$ cat src/rtl/mac_feeder.sv
// mac_feeder: holds two DIMxDIM operand matrices, streams A[i][k]/B[k][j]
// pairs into an external multiply-accumulate unit and hands each finished
// dot product C[i][j] to a consumer over a valid/ready result register.
module mac_feeder #(
  parameter  int Nbits = 8,
  parameter  int DIM   = 4,
  localparam int AW    = $clog2(DIM * DIM),
  localparam int CW    = $clog2(DIM)
) (
  input  logic               clk,
  input  logic               reset,
  input  logic               ld_we,
  input  logic               ld_sel,
  input  logic [AW-1:0]      ld_addr,
  input  logic [Nbits-1:0]   ld_data,
  input  logic               start,
  output logic [Nbits-1:0]   mac_multiplier,
  output logic [Nbits-1:0]   mac_multiplicand,
  output logic               mac_clear,
  input  logic [2*Nbits-1:0] mac_acc,
  output logic               res_valid,
  input  logic               res_ready,
  output logic [2*Nbits-1:0] res_data,
  output logic [CW-1:0]      res_row,
  output logic [CW-1:0]      res_col,
  output logic               busy,
  output logic               done
);

  typedef enum logic {
    IDLE = 1'b0,
    FEED = 1'b1
  } state_t;

  localparam logic [CW-1:0] K_LAST = CW'(DIM - 1);

  state_t               r_state;
  state_t               w_nextState;
  logic [Nbits-1:0]     r_memA [0:DIM*DIM-1];
  logic [Nbits-1:0]     r_memB [0:DIM*DIM-1];
  logic [CW-1:0]        r_i;
  logic [CW-1:0]        r_j;
  logic [CW-1:0]        r_k;
  logic                 r_cap;
  logic                 r_lastCap;
  logic [CW-1:0]        r_capRow;
  logic [CW-1:0]        r_capCol;
  logic                 r_done;
  logic                 r_resValid;
  logic [2*Nbits-1:0]   r_resData;
  logic [CW-1:0]        r_resRow;
  logic [CW-1:0]        r_resCol;

  logic [AW-1:0]        w_aIdx;
  logic [AW-1:0]        w_bIdx;
  logic [Nbits-1:0]     w_aData;
  logic [Nbits-1:0]     w_bData;
  logic                 w_slotFree;
  logic                 w_capture;
  logic                 w_advance;
  logic                 w_finish;
  logic [Nbits-1:0]     w_mult;
  logic [Nbits-1:0]     w_mcand;
  logic                 w_clear;

  // Operand addresses: A walks along row i, B walks down column j.
  always_comb begin
    w_aIdx  = AW'(r_i) * AW'(DIM) + AW'(r_k);
    w_bIdx  = AW'(r_k) * AW'(DIM) + AW'(r_j);
    w_aData = r_memA[w_aIdx];
    w_bData = r_memB[w_bIdx];
  end

  // Next state and mac drive; a capture blocked by a full result slot
  // zeroes the operands so the accumulator keeps the finished sum.
  always_comb begin
    w_nextState = r_state;
    w_slotFree  = !r_resValid || res_ready;
    w_capture   = 1'b0;
    w_advance   = 1'b0;
    w_finish    = 1'b0;
    w_mult      = '0;
    w_mcand     = '0;
    w_clear     = 1'b0;
    case (r_state)
      IDLE: begin
        if (start) begin
          w_nextState = FEED;
        end
      end
      FEED: begin
        if (!(r_cap && !w_slotFree)) begin
          w_capture = r_cap;
          if (r_cap && r_lastCap) begin
            w_finish    = 1'b1;
            w_nextState = IDLE;
          end else begin
            w_advance = 1'b1;
            w_mult    = w_aData;
            w_mcand   = w_bData;
            w_clear   = (r_k == '0);
          end
        end
      end
      default: w_nextState = IDLE;
    endcase
  end

  // State register, i/j/k counters and the pending-capture bookkeeping.
  always_ff @(posedge clk or posedge reset) begin
    if (reset) begin
      r_state   <= IDLE;
      r_i       <= '0;
      r_j       <= '0;
      r_k       <= '0;
      r_cap     <= 1'b0;
      r_lastCap <= 1'b0;
      r_capRow  <= '0;
      r_capCol  <= '0;
      r_done    <= 1'b0;
    end else begin
      r_state <= w_nextState;
      r_done  <= w_finish;
      if (w_capture) begin
        r_cap     <= 1'b0;
        r_lastCap <= 1'b0;
      end
      if (w_advance) begin
        if (r_k == K_LAST) begin
          r_k      <= '0;
          r_cap    <= 1'b1;
          r_capRow <= r_i;
          r_capCol <= r_j;
          if (r_j == K_LAST) begin
            r_j <= '0;
            if (r_i == K_LAST) begin
              r_i       <= '0;
              r_lastCap <= 1'b1;
            end else begin
              r_i <= r_i + 1'b1;
            end
          end else begin
            r_j <= r_j + 1'b1;
          end
        end else begin
          r_k <= r_k + 1'b1;
        end
      end
    end
  end

  // Operand storage; writes are only honoured while idle.
  always_ff @(posedge clk or posedge reset) begin
    if (reset) begin
      for (int n = 0; n < DIM * DIM; n++) begin
        r_memA[n] <= '0;
        r_memB[n] <= '0;
      end
    end else if (r_state == IDLE && ld_we) begin
      if (ld_sel) begin
        r_memB[ld_addr] <= ld_data;
      end else begin
        r_memA[ld_addr] <= ld_data;
      end
    end
  end

  // Result register: a capture reloads it, otherwise ready drains it.
  always_ff @(posedge clk or posedge reset) begin
    if (reset) begin
      r_resValid <= 1'b0;
      r_resData  <= '0;
      r_resRow   <= '0;
      r_resCol   <= '0;
    end else if (w_capture) begin
      r_resValid <= 1'b1;
      r_resData  <= mac_acc;
      r_resRow   <= r_capRow;
      r_resCol   <= r_capCol;
    end else if (res_ready) begin
      r_resValid <= 1'b0;
    end
  end

  assign mac_multiplier   = w_mult;
  assign mac_multiplicand = w_mcand;
  assign mac_clear        = w_clear;
  assign res_valid        = r_resValid;
  assign res_data         = r_resData;
  assign res_row          = r_resRow;
  assign res_col          = r_resCol;
  assign busy             = (r_state == FEED);
  assign done             = r_done;

endmodule

$ cat config.mk
export PLATFORM = sky130hd
export DESIGN_NAME = mac_feeder
export DESIGN_NICKNAME = d
export VERILOG_FILES = /design/src/rtl/mac_feeder.sv
export SDC_FILE = /design/constraint.sdc
export NUM_CORES = 1
export LEC_CHECK = 0
export ABC_CLOCK_PERIOD_IN_PS = 9300
export CORE_MARGIN = 1.5
export CORE_UTILIZATION = 50
export DETAILED_ROUTE_END_ITERATION = 10
export PLACE_DENSITY = 0.71
export SYNTH_ARGS = -nofsm -noshare
export SYNTH_HDL_FRONTEND = slang
export SYNTH_SLANG_ARGS = --single-unit
$ cat constraint.sdc
create_clock -name clk -period 9.3 [get_ports clk]
set_input_delay 1.86 -clock clk [delete_from_list [all_inputs] [get_ports clk]]
set_output_delay 1.86 -clock clk [all_outputs]
set_load 0.1 [all_outputs]
* Word level (Yosys, flattened, before mapping)
Cells that the tools add are included.
Storage, ports and cells: register bits 291, input bits 34, output and inout port bits 40
Cells by class: add/subtract/negate cells 5, order comparisons 4, eq/ne operators 3, mux-type cells 43, bitwise logic cells 5, reductions and logical operators 13
Operator list (number):
- bitwise mux 128 bit | 2
- two-way mux 8 bit | 11
- binary-select mux 8 bit (select 4 bit) | 2
- demux 8 bit (select 4 bit) | 1
- two-way mux 1 bit | 23
- greater-or-equal comparator 5 bit, second input constant | 3
- inverter 4 -> 5 bit | 3
- adder 4 x 2 -> 4 bit | 2
- adder 2 x 1 -> 2 bit, second input constant | 3
- equality test 2 bit, second input constant | 3
- two-way mux 2 bit | 3
- AND reduction 2 bit | 3
- less-than comparator 5 x 1 -> 1 bit, second input constant | 1
- logical AND 1 bit | 4
- AND reduction 3 bit | 1
- logical NOT 1 bit | 2
- logical NOT 2 bit | 1
- inverter 1 bit | 2
- case mux 1 bit (2 select lines) | 1
- nonzero test 2 bit | 1
- logical OR 1 bit | 1

* Depth between registers and ports, before layout
Gate-level depths: netlist (run 1).
depth in word-level cells 11, mapped depth 7

* Worst setup path after synthesis (run 1)
OpenSTA, ideal clock, no wires.
path type input port to output port, from in res_ready, to out mac_multiplier[0], arrival time 4006 ps, path slack 3434 ps, stages 5, buffers on the path 1, cell sequence nor2b_1 > o22ai_1 > clkbuf_1 > o21ai_0 > a21oi_1
Between the ends: word-level cells in the longest chain between the ends 5
Ends and longest elaborated chain:
- start: declaration | line 22 | input logic res_ready,
- logical OR 1 bit | line 78 | w_slotFree = !r_resValid || res_ready;
- logical NOT 1 bit | line 92 | if (!(r_cap && !w_slotFree)) begin
- logical AND 1 bit | line 92
- two-way mux 8 bit | line 92
- two-way mux 8 bit | line 85 | case (r_state)
- end: declaration | line 17 | output logic [Nbits-1:0] mac_multiplier,
Every way passes these cells.

* Worst setup path in the final report (run 1)
from in res_ready, to out mac_multiplicand[2]
Between the ends: word-level cells in the longest chain between the ends 5
Ends and longest elaborated chain:
- logical OR 1 bit | line 78
- logical NOT 1 bit | line 92
- logical AND 1 bit | line 92
- two-way mux 8 bit | line 92
- two-way mux 8 bit | line 85
- end: declaration | line 18 | output logic [Nbits-1:0] mac_multiplicand,
Every way passes these cells.

==> metrics.yaml, run 1 <==
drt_iter0_markers: 498
synth_top_area_cell: "dfrtp_1"
worst_pin_slew_ns: 1.08
synthDistinctLibCells: 33
synth.most_common_cell: "mux2_2"
synth.area.top_cells: "dfrtp_1 (55%), mux2_2 (25%), mux4_2 (11%)"
syn2layout_area_growth_pct: 15.4
p_per_area_nw_per_um2: 260
num_antenna_cells: 0
clk_latency_ns: 0.55
synthArstFlopShare_pct: 100
finalInstanceArea_um2: 15200
crit_path_max_fanout: 32
numPortBuffers: 73
finalSetupViolCount: 0
dpl.hpwl_um: 17300
drv_slew: 0
initial_utilization_pct: 50.7
drv_cap: 0
ctsLongestPathBuffers: 3
syn-cell-area_um2: 13100
synth_enable_flop_cells: 0
critical_path_class: "in -> out"
num-fill-cells: 1999
overflow: 0
ys_ff_latch: 291
die_w_um: 165
cts_hold_buf: 0
io_pins: 74
hold_viol: 0
grt_pass1_wl_um: 44100
skew_ns: 0.0201
synth_top_area_share_pct: 55.5
ir_drop_mv: 0.297
grt_util_all_layers_pct: 21.4
totalWireLength_um: 27900
grt_pass1_vias: 7532
cts-root-buf: "clkbuf_16"
antenna_found_initial: 2
drive_gt1_share_pct: 47.4
antenna_left: 0
rsz0062_at_grt: "false"
totalNegativeSetupSlack_ns: 0
avgSynthCellArea_um2: 15.5
crit_required_ns: 7.44
numCtsBuffers: 29
min_period_ns: 6.62
drc: 0
synth_cells: 846
vias: 7370
dp_slack_ns: 2.68
nNetsFinal: 945
post_drt_via_cell_ratio: 5.83
cts_resized: 0
core_um2: 25900
gp_congestion: 0.743
multi_input_area_um2: 5590
htree_levels: 1
cts.sinks: 291
ys_warn_count: 0
die_area_um2: 27200
ys_top_cells_by_count: "mux2_2 (292), dfrtp_1 (291), mux4_2 (64)"
syn_nets: 884
dominantRegCellSynth: "dfrtp_1"
dieHeight_um: 165
leakage_uw: 0.00713
routedWlPerCell_um: 22.0
grt_max_degree: 165
post_cts_buffers: 0
drtPass1Iterations: 4
hold_class: "reg -> reg"
cp-start-kind: "input port"
cts_tree: "done"
status: "finished, final reports clean"
min_period_over_period_pct: 71.2
ys_seq_area_share_pct: 55.5
postPlaceCellArea_um2: 14200
timing.final.ws_setup_ns: 2.68
rows: 59
endpoint_kind: "output pin"
regArea_um2: 7280
cp_data_arrival_time_ns: 4.76
slew_headroom_pct: 28.2
fmax_mhz: 151
clkTransAtPathRegs_ns: 0.06
-- cell type report --
cell class / instances / share of cell area [%]
Timing Repair Buffer: 89 / 5.69
Sequential cell: 291 / 48.1
Clock buffer: 41 / 5.61
Multi-Input combinational cell: 490 / 36.9
Inverter: 6 / 0.173
Tap cell: 335 / 2.76
Clock inverter: 12 / 0.801
-- per-layer routing --
metal | track usage, % | part of all wire [%] | up-vias
met1 | 29.7 | 45 | 3927
met2 | 35.3 | 49 | 138
met3 | 3.57 | 4.5 | 44
li1 | - | - | 3257
met5 | 0 | 0.093 | -
met4 | 5.86 | 2.2 | 4
-- where the power goes --
group | total [uW] | switching, uW | internal, uW | leakage (uW)
combinational | 1290 | 878 | 407 | 0.00269
clock | 1170 | 484 | 691 | 0.000476
sequential | 1470 | 116 | 1360 | 0.00397
total | 3930 | 1480 | 2460 | 0.00713
-- logic make-up after synthesis --
logic type,share of synthesized area [%]
adder cells (fa/ha/maj),0.381
multiplexers,37.2
flip-flops,55.5
buffers and inverters,2.01
AND/OR/NAND/NOR,3.64
AO/OA/AOI/OAI,1.28
-- worst max-delay path: stages --
cell and delay [ns]:
clkdlybuf4s50_1 0.45, nor2b_1 0.09, o22ai_2 0.14, buf_4 0.34
nand2_1 0.29, o211ai_1 0.36, clkdlybuf4s50_1 1.20
-- final timing paths --
check / startpoint / endpoint / slack (ns) / depth (start not counted)
max in group asynchronous: reset / r_memB[15] / 5.95 / 4
max reg2reg: busy / r_memA[27] / 6.97 / 4
min in group asynchronous: reset / r_memA[89] / 1.96 / 3
min reg2reg: r_memA[78] / r_memA[78] / 0.50 / 1
min: r_memA[78] / r_memA[78] / 0.50 / 1
max: res_ready / mac_multiplicand[2] / 2.68 / 7
-- per-stage QoR --
step                      utilization, %  hold WS (ns)  cells  power [uW]
after floorplan                        -         0.474    846        2490
after global placement              54.8         0.482   1211        2780
after detailed placement            54.8         0.488   1211        2800
after CTS                           58.5         0.502   1264        3980
after global routing                58.5         0.508   1264        4090
final                               58.5         0.500   1264        3930
-- placed cells by master, fill, tap and decap left out, drive strengths merged --
cell / synthesis / layout
mux2: 292 / 292
dfrtp: 291 / 291
clkdlybuf4s50: 0 / 73
mux4: 64 / 64
clkbuf: 42 / 41
nand3: 22 / 22
nor2: 21 / 21
nand2: 20 / 20
mux2i: 16 / 16
buf: 17 / 16
o21ai: 11 / 11
a21oi: 8 / 8
o211ai: 8 / 8
clkinv: 0 / 6
inv: 6 / 6
nand2b: 4 / 4
clkinvlp: 0 / 4
ha: 4 / 4
nor3: 4 / 4
nor2b: 3 / 3
nor3b: 3 / 3
nand3b: 2 / 2
or3: 2 / 2
bufinv: 0 / 2
o22ai: 2 / 2
and3b: 1 / 1
or3b: 1 / 1
or2: 1 / 1
and2: 1 / 1
Note: power is estimated with default switching activity, not from simulation.
==> run 2: changes to the inputs <==
--- a/config.mk
+++ b/config.mk
@@ -5,7 +5,7 @@
 export SDC_FILE = /design/constraint.sdc
 export NUM_CORES = 1
 export LEC_CHECK = 0
-export ABC_CLOCK_PERIOD_IN_PS = 9300
+export ABC_CLOCK_PERIOD_IN_PS = 5950
 export CORE_MARGIN = 1.5
 export CORE_UTILIZATION = 50
 export DETAILED_ROUTE_END_ITERATION = 10
==> constraint.sdc (replaced) <==
create_clock -name clk -period 5.95 [get_ports clk]
set_input_delay 1.19 -clock clk [delete_from_list [all_inputs] [get_ports clk]]
set_output_delay 1.19 -clock clk [all_outputs]
set_load 0.1 [all_outputs]
==> metrics.yaml, run 2 (synthesis results as in run 1) <==
die_area_um2: 27200
min_period_over_period_pct: 71.4
clkTransAtPathRegs_ns: 0.06
p_per_area_nw_per_um2: 407
post_drt_via_cell_ratio: 5.89
grt_util_all_layers_pct: 21.9
finalSetupViolCount: 0
grt_max_degree: 136
drt_iter0_markers: 584
leakage_uw: 0.00718
htree_levels: 1
cts-root-buf: "clkbuf_16"
initial_utilization_pct: 50.7
dpl.hpwl_um: 17500
placed_cells_incl_taps: 1211
post_cts_buffers: 0
syn2layout_area_growth_pct: 15.3
final_cell_mix: "mux2_2 (292), dfrtp_1 (289), mux4_2 (64)"
numPortBuffers: 73
ctsLongestPathBuffers: 3
overflow: 0
antenna_found_initial: 3
layout.cells.most_common: "mux2_2"
swShare_pct: 37.4
drv_slew: 0
vias: 7468
ir_drop_mv: 0.402
hold-worst-slack_ns: 0.498
antenna_left: 0
cp_data_arrival_time_ns: 3.06
comb_power_share_pct: 32.0
cts_tree: "done"
fmax_mhz: 235
hold_class: "reg -> reg"
totalNegativeSetupSlack_ns: 0
endpoint_kind: "output pin"
cp-start-kind: "register"
totalWireLength_um: 28400
rows: 59
rsz0062_at_grt: "false"
crit_start: "r_i[0]"
die_w_um: 165
status: "finished, final reports clean"
final_cells: 1267
dieHeight_um: 165
crit_path_max_fanout: 36
skew_ns: 0.00831
r2r-start: "busy"
dp_slack_ns: 1.79
crit_required_ns: 4.76
grt_pass1_vias: 7628
core_um2: 25900
routedWlPerCell_um: 22.4
p_int_uw: 3850
drtPass1Iterations: 5
grt_pass1_wl_um: 44900
cts_hold_buf: 0
clk_latency_ns: 0.54
cts_resized: 0
final_util_pct: 58.4
critical_path_class: "reg -> out"
gp_congestion: 0.744
pwr-share-clk_pct: 30.0
numCtsBuffers: 31
nNetsFinal: 947
min_period_ns: 4.25
worst_pin_slew_ns: 1.08
timing.final.ws_setup_ns: 1.70
hold_start: "r_memA[53]"
drc: 0
cts.sinks: 291
rr_worst_depth: 4
p_switching_uw: 2300
drive_gt1_share_pct: 48.8
hold_viol: 0
io_pins: 74
p_seq_share_pct: 38.0
whs_path_depth: 1
slew_headroom_pct: 27.5
drv_cap: 0
run 2: changes by cell type in the layout (fill, tap and decap cells not counted), moves of 2 or more:
cell,delta
buf_4,+17
clkdlybuf4s50_1,-17
clkbuf_1,+4
clkinvlp_4,-3
clkbuf_16,+2
diode_2,+2
run 2: final timing paths:
| path | to | slack, ns |
|---|---|---|
| worst max-delay path | mac_multiplier[6] | 1.70 |
| worst min-delay path | r_memA[53] | 0.50 |
| worst max register to register | r_memA[26] | 3.56 |
| worst min register to register | r_memA[53] | 0.50 |
| max in group asynchronous | r_memB[63] | 3.59 |
| min in group asynchronous | r_capRow[0] | 1.10 |
run 2: cell type report:
class	instances	area [um^2]
Clock inverter	6	55.1
Inverter	6	26.3
Antenna cell	2	5.00
Fill cell	1988	10800
Multi-Input combinational cell	490	5590
Timing Repair Buffer	89	821
Clock buffer	48	930
Sequential cell	291	7280
Tap cell	335	419
run 2: routing by layer:
layer	up-vias	track usage [%]	routed length, um
met5	-	0	12
met4	2	7.41	784
met3	50	3.77	1540
met2	202	34.8	13600
met1	3969	30.7	12500
li1	3245	-	-
run 2: power by group through the flow:
stage | Combinational [uW] | Sequential, uW | Clock [uW]
after floorplan | 1140 | 2760 | 0
after global placement | 1970 | 2370 | 0
after detailed placement | 1990 | 2380 | 0
after CTS | 1990 | 2350 | 1890
after global routing | 2060 | 2370 | 1970
final | 1970 | 2340 | 1850
run 2: critical path, stage by stage (launching register included):
cell and delay (ns):
dfrtp_2 1.03, mux4_2 0.62, mux2_2 0.31, o21ai_0 0.21, a21oi_1 0.07, buf_4 0.26
run 2: per-stage QoR:
stage / power (uW) / instance area, um^2
2_1_floorplan: 3900 / 13100
3_3_place_gp: 4350 / 14100
3_5_place_dp: 4370 / 14100
4_1_cts: 6230 / 15100
5_1_grt: 6410 / 15100
6_report: 6160 / 15100
